**config.mk**
```make
export PLATFORM = sky130hd
export DESIGN_NAME = alu_pipe
export DESIGN_NICKNAME = d
export VERILOG_FILES = /design/src/rtl/alu_pipe.sv
export SDC_FILE = /design/constraint.sdc
export NUM_CORES = 1
export LEC_CHECK = 0
export CAP_MARGIN = 20
export CORE_ASPECT_RATIO = 1.1
export CORE_MARGIN = 2
export CORE_UTILIZATION = 49
export DETAILED_ROUTE_END_ITERATION = 10
export PLACE_DENSITY = 0.85
export REMOVE_ABC_BUFFERS = 1
export SYNTH_ARGS = -nofsm -noshare
export SYNTH_HDL_FRONTEND = slang
export SYNTH_SLANG_ARGS = --single-unit
```
**constraint.sdc**
```tcl
create_clock -name clk -period 1.28 [get_ports clk]
set_clock_uncertainty 0.05 [all_clocks]
set_input_delay 0.192 -clock clk [delete_from_list [all_inputs] [get_ports clk]]
set_output_delay 0.192 -clock clk [all_outputs]
set_load 0.01 [all_outputs]
```
**src/rtl/alu_pipe.sv**
```systemverilog
// rtl/alu_pipe.sv - handshaked ALU with registered result and NZCV flags
// Define ALU_ITER_SHIFT_EN to shift LSL/LSR one bit per cycle instead of using a barrel shifter.
module alu_pipe #(
  parameter int WIDTH   = 8,
  parameter int SHAMT_W = $clog2(WIDTH)
) (
  input  logic               clk,
  input  logic               rst_n,
  input  logic               in_valid,
  output logic               in_ready,
  input  logic [WIDTH-1:0]   a,
  input  logic [WIDTH-1:0]   b,
  input  logic [2:0]         op,
  input  logic [SHAMT_W-1:0] shamt,
  output logic               out_valid,
  input  logic               out_ready,
  output logic [WIDTH-1:0]   out,
  output logic [3:0]         flags
);

  localparam logic [2:0] OP_ADD = 3'd0;
  localparam logic [2:0] OP_SUB = 3'd1;
  localparam logic [2:0] OP_NEG = 3'd2;
  localparam logic [2:0] OP_AND = 3'd3;
  localparam logic [2:0] OP_ORR = 3'd4;
  localparam logic [2:0] OP_EOR = 3'd5;
  localparam logic [2:0] OP_LSL = 3'd6;
  localparam logic [2:0] OP_LSR = 3'd7;

  logic             accept;
  logic [WIDTH-1:0] res;
  logic             res_c;
  logic             res_v;
  logic [WIDTH:0]   wide;

  always_comb begin
    res   = '0;
    res_c = 1'b0;
    res_v = 1'b0;
    wide  = '0;
    case (op)
      OP_ADD: begin
        wide  = {1'b0, a} + {1'b0, b};
        res   = wide[WIDTH-1:0];
        res_c = wide[WIDTH];
        res_v = (a[WIDTH-1] == b[WIDTH-1]) && (res[WIDTH-1] != a[WIDTH-1]);
      end
      OP_SUB: begin
        res   = a - b;
        res_c = (a >= b);
        res_v = (a[WIDTH-1] != b[WIDTH-1]) && (res[WIDTH-1] != a[WIDTH-1]);
      end
      OP_NEG: res = ~b;
      OP_AND: res = a & b;
      OP_ORR: res = a | b;
      OP_EOR: res = a ^ b;
`ifdef ALU_ITER_SHIFT_EN
      // Only shamt==0 shifts complete here; the rest run through SHIFT.
      OP_LSL, OP_LSR: res = a;
`else
      // The extra bit of the widened operand catches the last bit shifted out.
      OP_LSL: begin
        wide  = {1'b0, a} << shamt;
        res   = wide[WIDTH-1:0];
        res_c = wide[WIDTH];
      end
      OP_LSR: begin
        wide  = {a, 1'b0} >> shamt;
        res   = wide[WIDTH:1];
        res_c = wide[0];
      end
`endif
      default: ;
    endcase
  end

`ifdef ALU_ITER_SHIFT_EN
  typedef enum logic {IDLE = 1'b0, SHIFT = 1'b1} state_t;

  state_t             state;
  state_t             state_nxt;
  logic [SHAMT_W-1:0] cnt;
  logic [WIDTH-1:0]   sh_q;
  logic [WIDTH-1:0]   sh_nxt;
  logic               sh_right;
  logic               sh_bit;
  logic               start_shift;
  logic               last_step;

  assign start_shift = accept && ((op == OP_LSL) || (op == OP_LSR)) && (shamt != '0);
  assign last_step   = (state == SHIFT) && (cnt == SHAMT_W'(1));
  assign sh_nxt      = sh_right ? {1'b0, sh_q[WIDTH-1:1]} : {sh_q[WIDTH-2:0], 1'b0};
  assign sh_bit      = sh_right ? sh_q[0] : sh_q[WIDTH-1];

  always_ff @(posedge clk or negedge rst_n) begin
    if (!rst_n) begin
      state <= IDLE;
    end else begin
      state <= state_nxt;
    end
  end

  always_comb begin
    state_nxt = state;
    case (state)
      IDLE:    if (start_shift) state_nxt = SHIFT;
      SHIFT:   if (cnt == SHAMT_W'(1)) state_nxt = IDLE;
      default: state_nxt = IDLE;
    endcase
  end

  always_comb begin
    in_ready = (state == IDLE) && (!out_valid || out_ready);
  end
`else
  always_comb begin
    in_ready = !out_valid || out_ready;
  end
`endif

  assign accept = in_valid && in_ready;

  always_ff @(posedge clk or negedge rst_n) begin
    if (!rst_n) begin
      out_valid <= 1'b0;
      out       <= '0;
      flags     <= '0;
`ifdef ALU_ITER_SHIFT_EN
      cnt       <= '0;
      sh_q      <= '0;
      sh_right  <= 1'b0;
`endif
    end else begin
`ifdef ALU_ITER_SHIFT_EN
      if (start_shift) begin
        // Accept implies any pending result is dropped on this edge.
        cnt       <= shamt;
        sh_q      <= a;
        sh_right  <= (op == OP_LSR);
        out_valid <= 1'b0;
      end else if (state == SHIFT) begin
        cnt  <= cnt - SHAMT_W'(1);
        sh_q <= sh_nxt;
        if (last_step) begin
          out       <= sh_nxt;
          flags     <= {sh_nxt[WIDTH-1], (sh_nxt == '0), sh_bit, 1'b0};
          out_valid <= 1'b1;
        end
      end else
`endif
      if (accept) begin
        out       <= res;
        flags     <= {res[WIDTH-1], (res == '0), res_c, res_v};
        out_valid <= 1'b1;
      end else if (out_valid && out_ready) begin
        out_valid <= 1'b0;
      end
    end
  end

endmodule

```
==> results.md, run 1 <==
- IO Port Bufs: 39
- #FFs+latches synth: 12
- Err: [ERROR DPL-0038] Utilization greater than 100%, impossible to legalize
- Total CTS buffers: 3
- GRT worst endpoint: flags[2]$_DFFE_PN0P_/D
- Mapped Cells: 287
- Die W: 68.7 µm
- Clock H-tree levels: 1
- Avg Inst Size Synth: 7.86 µm²
- Cell variety after synth: 54
- FP Rows: 25
- Post-synth EDFFs: 0
- Post-Syn Area: 0.00226 mm²
- Synth warn: 0
- Effective utilization at floorplan: 0.515
- Number of clock sinks: 12
- Seq/Total Area, Yosys: 0.133
- Largest net degree at the start of global routing: 17
- Worst endpoint pin kind: register data pin
- Chip height: 75.2 µm
- Stop stage: global routing
- Clock Tree Root: clkbuf_8
- Largest buffer count on any clock path: 2
- Top FF cell, synth: dfrtp_1
- Io pins: 40
- Synth async-reset ratio: 1.00
- Status: did not finish
- RePlAce Congestion: 0.971
- Post-DP HPWL: 6530 µm
- # hold bufs at CTS: 0
through the flow:
step | setup slack, ns | area (µm²) | utilization | cells | TNS (ns)
after floorplan | -0.980 | 2180 | - | 270 | -7.30
after global placement | -1.62 | 3350 | 0.766 | 457 | -15.05
after detailed placement | -1.63 | 3350 | 0.766 | 457 | -15.88
after CTS | -0.839 | 4120 | 0.941 | 482 | -6.32
what timing repair did:
item | in CTS
cloned | 2
setup endpoints to repair | 25
pin swaps | 64
setup buffers | 25
resized for setup | 226
cells in the mapped netlist (6+ instances only):
cell type   n  area (µm²)
a21oi_1    13        65.1
a22oi_1     7        52.6
a31oi_1     7        43.8
buf_2       9        45.0
clkbuf_1    7        26.3
dfrtp_1    12         300
ha_1       28         350
inv_1      26        97.6
mux2i_1    20         200
nand2_1    30         113
nand2b_1    6        37.5
nand3_1     7        35.0
nor2_1     17        63.8
nor3_1      8        40.0
o21ai_0    16        80.1
logic make-up after synthesis:
family,Yosys count,share of synthesized area
buffers and inverters,43,0.0782
muxes,29,0.154
xor gates and xnor gates,3,0.0116
DFF,12,0.133
AOI/OAI and AO/OA,87,0.276
and+or+nand+nor,83,0.175
adders and majority gates,30,0.173
==> inputs of run 2 (changes only) <==
--- a/config.mk
+++ b/config.mk
@@ -6,11 +6,10 @@
 export NUM_CORES = 1
 export LEC_CHECK = 0
 export CAP_MARGIN = 20
-export CORE_ASPECT_RATIO = 1.1
 export CORE_MARGIN = 2
-export CORE_UTILIZATION = 49
+export CORE_UTILIZATION = 40
 export DETAILED_ROUTE_END_ITERATION = 10
-export PLACE_DENSITY = 0.85
+export PLACE_DENSITY_LB_ADDON = 0.15
 export REMOVE_ABC_BUFFERS = 1
 export SYNTH_ARGS = -nofsm -noshare
 export SYNTH_HDL_FRONTEND = slang
==> constraint.sdc (replaced) <==
create_clock -name clk -period 1.7 [get_ports clk]
set_clock_uncertainty 0.05 [all_clocks]
set_input_delay 0.255 -clock clk [delete_from_list [all_inputs] [get_ports clk]]
set_output_delay 0.255 -clock clk [all_outputs]
set_load 0.01 [all_outputs]
==> results.md, run 2 <==
- Share of layout cells above drive strength 1: 0.504
- # hold bufs at CTS: 0 (unchanged)
- Top FF cell, synth: dfrtp_1
- Worst path slowest cell: a211o_1
- Reg2reg setup slack: 0 ns
- M1 wire length: 3780 µm
- Post-synth EDFFs: 0 (unchanged)
- Core area: 0.00547 mm²
- Final Instance Area: 0.00405 mm²
- Peak Freq: 445 MHz
- CP peak stage delay: 0.36 ns
- Largest buffer count on any clock path: 2 (unchanged)
- Post-DP HPWL: 6430 µm (-1.4%)
- Chip height: 79.1 µm (+5.2%)
- Fin util: 0.741
- Initial antenna violation count: 0
- Status: finished with violations
- Met3 wire len: 680 µm
- Synth top area share: 0.155 (unchanged)
- RePlAce Congestion: 0.938 (-3.3%)
- Worst skew pair latency: 0.24 ns
- GRT overflow: 0
- Leak Pwr: 1.83 nW
- Largest net degree at the start of global routing: 17
- Required @ worst endpoint: 1.83 ns
- Crit. End Element: flip-flop
- Count leader, synth: nand2_1
- Critical register-to-register path startpoint: out_valid
- Met2 wire length: 4490 µm
- Synth top area cells: ha_1 16%, dfrtp_1 13%, mux2i_1 8.9%, nand2_1 5.0%, inv_1 4.3%
- Crit path to: out[7]
- Tcrit/Tclk final: 1.32
- Top sig layer: met4
- First-pass GRT wire length: 14000 µm
- Iter 0 DRT Violations: 281
- Worst slew pin tran: 0.577 ns
- Slew HR: 0.614
- PwrDens: 490 mW/mm²
- Total Power: 1.99 mW
- Top flop regs: out x8, flags x3, out_valid x1
- Final worst slack: -0.547 ns
- Effective utilization at floorplan: 0.412 (-0.103)
- CTS clock-pin slew for the worst setup and hold paths: 0.06 ns
- WP buf/inv: 3
- Most frequent cells after synthesis: 30 x nand2_1, 28 x ha_1, 26 x inv_1
- Most common cell after layout, fill and taps aside: buf_4
- Synth warn: 0 (unchanged)
- Cell depth of the worst setup path: 11
- Critical path arrival: 2.38 ns
- IO Port Bufs: 39 (unchanged)
- RSZ-0062 raised after global routing: yes
- Clock H-tree levels: 1 (unchanged)
- Placed cell count: 473 (+3.5%)
- Hold Vio Cnt, Final: 0
- Layout Cells excl Fill: 497
- Number of routed nets with antenna violations: 0
- Largest register FFs: 8
- Io pins: 40 (unchanged)
- Min-delay worst type: primary input to asynchronous set/reset pin
- CP Launch Type: primary input
- DRC viols: 0
- Slew Viols, Final: 0
- Crit path kind: primary input to flip-flop
- Avg Inst Size Synth: 7.86 µm² (unchanged)
- Total CTS buffers: 3 (unchanged)
- Critical R2R Capture: flags[1]
- Seq/Total Area, Yosys: 0.133 (unchanged)
- Min Tclk post-route: 2.25 ns
- Crit-path cells: buf_8, buf_6, ha_4, a21o_1, a211o_1, a2111oi_4, buf_4, nor2_2, o22a_1, o211ai_1, mux2_4
- First-pass DRT Iterations: 5
- Mapped Cells: 287 (unchanged)
- Worst reg-to-reg path cell count: 6
- Routed length per instance: 18.6 µm
- Total GRT Usage: 0.284
- DP Area: 0.00336 mm² (+0.22%)
- Max-cap violations: 0
- Setup WS pre-CTS: -1.34 ns (+0.290 ns)
- Reg with most FFs: out
- # diodes: 0
- CTS tree: built
- Final setup viols: 9
- Drt total wl: 9250 µm
- Post-Syn Area: 0.00226 mm² (unchanged)
- Most frequent cells in the layout: 98 x buf_4, 28 x nand2_1, 17 x mux2i_1, 17 x clkdlybuf4s50_1
- Cell type with the largest total area after synthesis: ha_1
- Delay-heaviest family, CP: compound AO/OA/AOI/OAI gates
- Fin Setup TNS: -3.15 ns
- Synth async-reset ratio: 1.00 (unchanged)
- FP Rows: 27 (+8.0%)
- Vias per std cell: 5.84
- Vias in the first global route: 2839
- Peak supply drop: 0.437 mV
- #FFs+latches synth: 12 (unchanged)
- Die ar.: 0.00626 mm²
- Failing checks: setup timing
- CP Max Fanout: 4
- Vias: 2903
- Number of clock sinks: 12 (unchanged)
- Clock Tree Root: clkbuf_8
- Nets: 482
- Area Growth Syn to Fin: 79.5%
- Worst hold slack: 0.331 ns
- Critical path origin: b[1]
- Cell variety after synth: 54 (unchanged)
- Die W: 79.1 µm (+15%)
run 2: timing repair:
item,4_1_cts,5_1_grt
cloned,3,0
buffers inserted,16,7
gates resized for setup,141,38
pin swaps,50,28
endpoints found under the setup margin,12,11
run 2: routing by layer:
metal | GRT usage | vias up
li1 | - | 1334
met1 | 0.377 | 1376
met2 | 0.484 | 159
met3 | 0.0398 | 34
met4 | 0.0759 | 0
met5 | 0 | -
run 2: area by class of cell:
class	instances	area, µm²
Sequential cell	12	300
Inverter	26	105
Fill cell	432	1420
Multi-Input combinational cell	233	2220
Clock buffer	4	55.1
Timing Repair Buffer	150	1280
Tap cell	72	90.1
run 2: how the worst min path moves through the flow:
stage | start | to | depth (start not counted) | slack, ns
after floorplan | rst_n | flags[0] | 0 | -0.09
after global placement | out[2] | out[2] | 2 | 0.42
after detailed placement | out[2] | out[2] | 2 | 0.43
after CTS | rst_n | out_valid | 1 | 0.35
after global routing | rst_n | out[4] | 1 | 0.38
final | rst_n | out[4] | 1 | 0.33
run 2: power breakdown:
part	switching (mW)	internal [mW]	total [mW]	leakage, nW
combinational	0.612	0.691	1.30	1.66
sequential	0.0306	0.338	0.368	0.147
clock	0.111	0.205	0.316	0.0288
total	0.754	1.23	1.99	1.83
run 2: logic make-up (layout without fill, tap and decap cells):
| logic type | after synthesis | after routing | share of synthesized area |
|---|---|---|---|
| muxes | 29 | 29 | 0.154 |
| adders and majority gates | 30 | 30 | 0.173 |
| buffers and inverters | 43 | 180 | 0.0782 |
| AOI/OAI and AO/OA | 87 | 87 | 0.276 |
| and+or+nand+nor | 83 | 84 | 0.175 |
| xor gates and xnor gates | 3 | 3 | 0.0116 |
| DFF | 12 | 12 | 0.133 |
No activity file was read; power rests on OpenSTA's default activity.
==> inputs of run 3 (changes only) <==
--- a/config.mk
+++ b/config.mk
@@ -5,9 +5,10 @@
 export SDC_FILE = /design/constraint.sdc
 export NUM_CORES = 1
 export LEC_CHECK = 0
-export CAP_MARGIN = 20
+export CAP_MARGIN = 10
+export CORE_ASPECT_RATIO = 0.8
 export CORE_MARGIN = 2
-export CORE_UTILIZATION = 40
+export CORE_UTILIZATION = 45
 export DETAILED_ROUTE_END_ITERATION = 10
 export PLACE_DENSITY_LB_ADDON = 0.15
 export REMOVE_ABC_BUFFERS = 1
==> results.md, run 3 (synthesis gave the netlist of run 2 again) <==
- RSZ-0062 raised after global routing: yes
- Crit. End Element: flip-flop
- Final Instance Area: 0.00438 mm² (+8.0%)
- Peak supply drop: 0.402 mV (-7.8%)
- Required @ worst endpoint: 1.79 ns (-0.04 ns)
- Worst skew pair latency: 0.25 ns (about the same)
- Worst slew pin tran: 0.619 ns (+0.0417 ns)
- DRC viols: 8 (+8)
- Nets: 497 (+3.1%)
- Share of layout cells above drive strength 1: 0.552 (+0.0487)
- Largest register FFs: 8 (unchanged)
- Reg with most FFs: out
- Number of routed nets with antenna violations: 0 (unchanged)
- Status: finished with violations
- Chip height: 67.3 µm (-15%)
- Failing checks: DRC, setup timing
- Total GRT Usage: 0.344 (+0.0596)
- First-pass DRT Iterations: 11 (+6)
- Crit-path cells: buf_6, buf_6, ha_4, a21o_1, a211o_1, a2111oi_4, buf_4, buf_4, o21ai_1, o41ai_4, xnor2_1, o31ai_1
- Area Growth Syn to Fin: 93.9%
- Clock Tree Root: clkbuf_8
- Leak Pwr: 1.97 nW (+7.3%)
- CP peak stage delay: 0.38 ns (+0.02 ns)
- Vias: 3360 (+16%)
- CP Max Fanout: 3 (-1)
- Sw power: 915 µW (+21%)
- Vias in the first global route: 2962 (+4.3%)
- Sequential Power Share: 0.166 (-0.019)
- CP Launch Type: primary input
- FP Rows: 23 (-15%)
- Post-DP HPWL: 6600 µm (+2.7%)
- Min Tclk post-route: 2.34 ns (+0.0883 ns)
- Internal: 1.32 mW (+6.9%)
- Fin util: 0.889 (+0.149)
- Core area: 0.00492 mm² (-10%)
- Clk pwr share: 0.149 (-0.010)
- Peak Freq: 428 MHz (-3.8%)
- Top flop regs: out x8, flags x3, out_valid x1
- CTS tree: built
- # diodes: 0 (unchanged)
- GRT overflow: 0 (unchanged)
- Sw Ratio: 0.410 (+0.0302)
- Largest net degree at the start of global routing: 13 (-4)
- Tcrit/Tclk final: 1.37 (+0.0520)
- Io pins: 40 (unchanged)
- Most common cell after layout, fill and taps aside: buf_4
- Slew HR: 0.586 (-0.0279)
- RePlAce Congestion: 0.949 (+1.1%)
- Effective utilization at floorplan: 0.459 (+0.0462)
- Largest buffer count on any clock path: 2 (unchanged)
- Most frequent cells in the layout: 104 x buf_4, 28 x nand2_1, 21 x buf_6, 17 x mux2i_1, 17 x clkdlybuf4s50_1
- # hold bufs at CTS: 0 (unchanged)
- Total CTS buffers: 3 (unchanged)
- Vias per std cell: 6.69 (+15%)
- Clock H-tree levels: 1 (unchanged)
- First-pass GRT wire length: 15000 µm (+6.9%)
- Critical path arrival: 2.42 ns (+0.04 ns)
- Final setup viols: 11 (+2)
- Fin Setup TNS: -3.78 ns (-0.633 ns)
- Final worst slack: -0.635 ns (-0.0883 ns)
- Combinational share of power: 0.684 (+0.028)
- Iter 0 DRT Violations: 528 (+88%)
- Delay-heaviest family, CP: compound AO/OA/AOI/OAI gates
- CTS clock-pin slew for the worst setup and hold paths: 0.06 ns (about the same)
- Hold Vio Cnt, Final: 0 (unchanged)
- Max-cap violations: 0 (unchanged)
- Worst hold slack: 0.341 ns (+0.0104 ns)
- Die ar.: 0.00560 mm² (-11%)
- WP buf/inv: 4 (+1)
- IO Port Bufs: 39 (unchanged)
- Slew Viols, Final: 0 (unchanged)
- PwrDens: 510 mW/mm² (+4.0%)
- Initial antenna violation count: 0 (unchanged)
- Number of clock sinks: 12 (unchanged)
- Routed length per instance: 24.3 µm (+31%)
- Crit path kind: primary input to flip-flop
- DP Area: 0.00343 mm² (+2.1%)
- Worst path slowest cell: a211o_1
- Drt total wl: 12200 µm (+32%)
- Min-delay worst type: primary input to asynchronous set/reset pin
- Die W: 83.2 µm (+5.1%)
-- run 3: cell types whose count changed in the layout (fill, tap and decap cells not counted), moves of 3 or more --
| cell | before | now |
|---|---|---|
| ha_4 | 11 | 14 |
| buf_6 | 13 | 21 |
| o21bai_4 | 1 | 5 |
| a21oi_4 | 0 | 4 |
| buf_4 | 98 | 104 |
| buf_8 | 2 | 5 |
| a21oi_1 | 8 | 4 |
-- run 3: area by class of cell --
| type | count | area (µm²) |
|---|---|---|
| multi-input cells | 233 | 2380 |
| repair buffers | 165 | 1460 |
| fillers | 206 | 544 |
| flip-flops and latches | 12 | 300 |
| inverters | 26 | 105 |
| well taps | 62 | 77.6 |
| clock buffers | 4 | 55.1 |
-- run 3: what timing repair did --
| action | CTS | global route |
|---|---|---|
| gates resized for setup | 153 | 64 |
| setup endpoints to repair | 12 | 11 |
| pin swaps | 54 | 40 |
| endpoints found under the hold margin | 0 | 0 |
| buffers inserted | 18 | 10 |
| gates cloned | 2 | 0 |
-- run 3: per-stage QoR --
step                std cells  power, mW  worst slack, ns
floorplan                 270      0.820           -0.623
global placement          474       1.40            -1.24
detailed placement        474       1.42            -1.31
CTS                       496       1.99           -0.514
global route              502       2.29           -0.700
finish                    502       2.23           -0.635
-- run 3: power by group through the flow --
stage | clock [mW] | sequential [mW] | combinational, mW
after detailed placement | 0 | 0.372 | 1.05
after CTS | 0.335 | 0.368 | 1.28
final | 0.334 | 0.372 | 1.53
after global routing | 0.339 | 0.375 | 1.58
after floorplan | 0 | 0.398 | 0.422
after global placement | 0 | 0.367 | 1.03
-- run 3: final timing paths --
kind	slack [ns]	endpoint	start	depth (start not counted)
worst max-delay path	-0.64	flags[0]	a[1]	12
worst min-delay path	0.34	out[0]	rst_n	1
worst max register to register	0.04	flags[2]	out_valid	6
worst min register to register	0.45	flags[2]	flags[2]	2
max in group asynchronous	0.86	out[7]	rst_n	1
min in group clk	0.45	flags[2]	flags[2]	2
-- run 3: per-layer routing --
| metal | track usage | up-vias | part of all wire |
|---|---|---|---|
| li1 | - | 1370 | - |
| met4 | 0.125 | 0 | 0.075 |
| met2 | 0.637 | 311 | 0.46 |
| met3 | 0.0440 | 115 | 0.11 |
| met5 | 0 | - | 0 |
| met1 | 0.417 | 1564 | 0.36 |
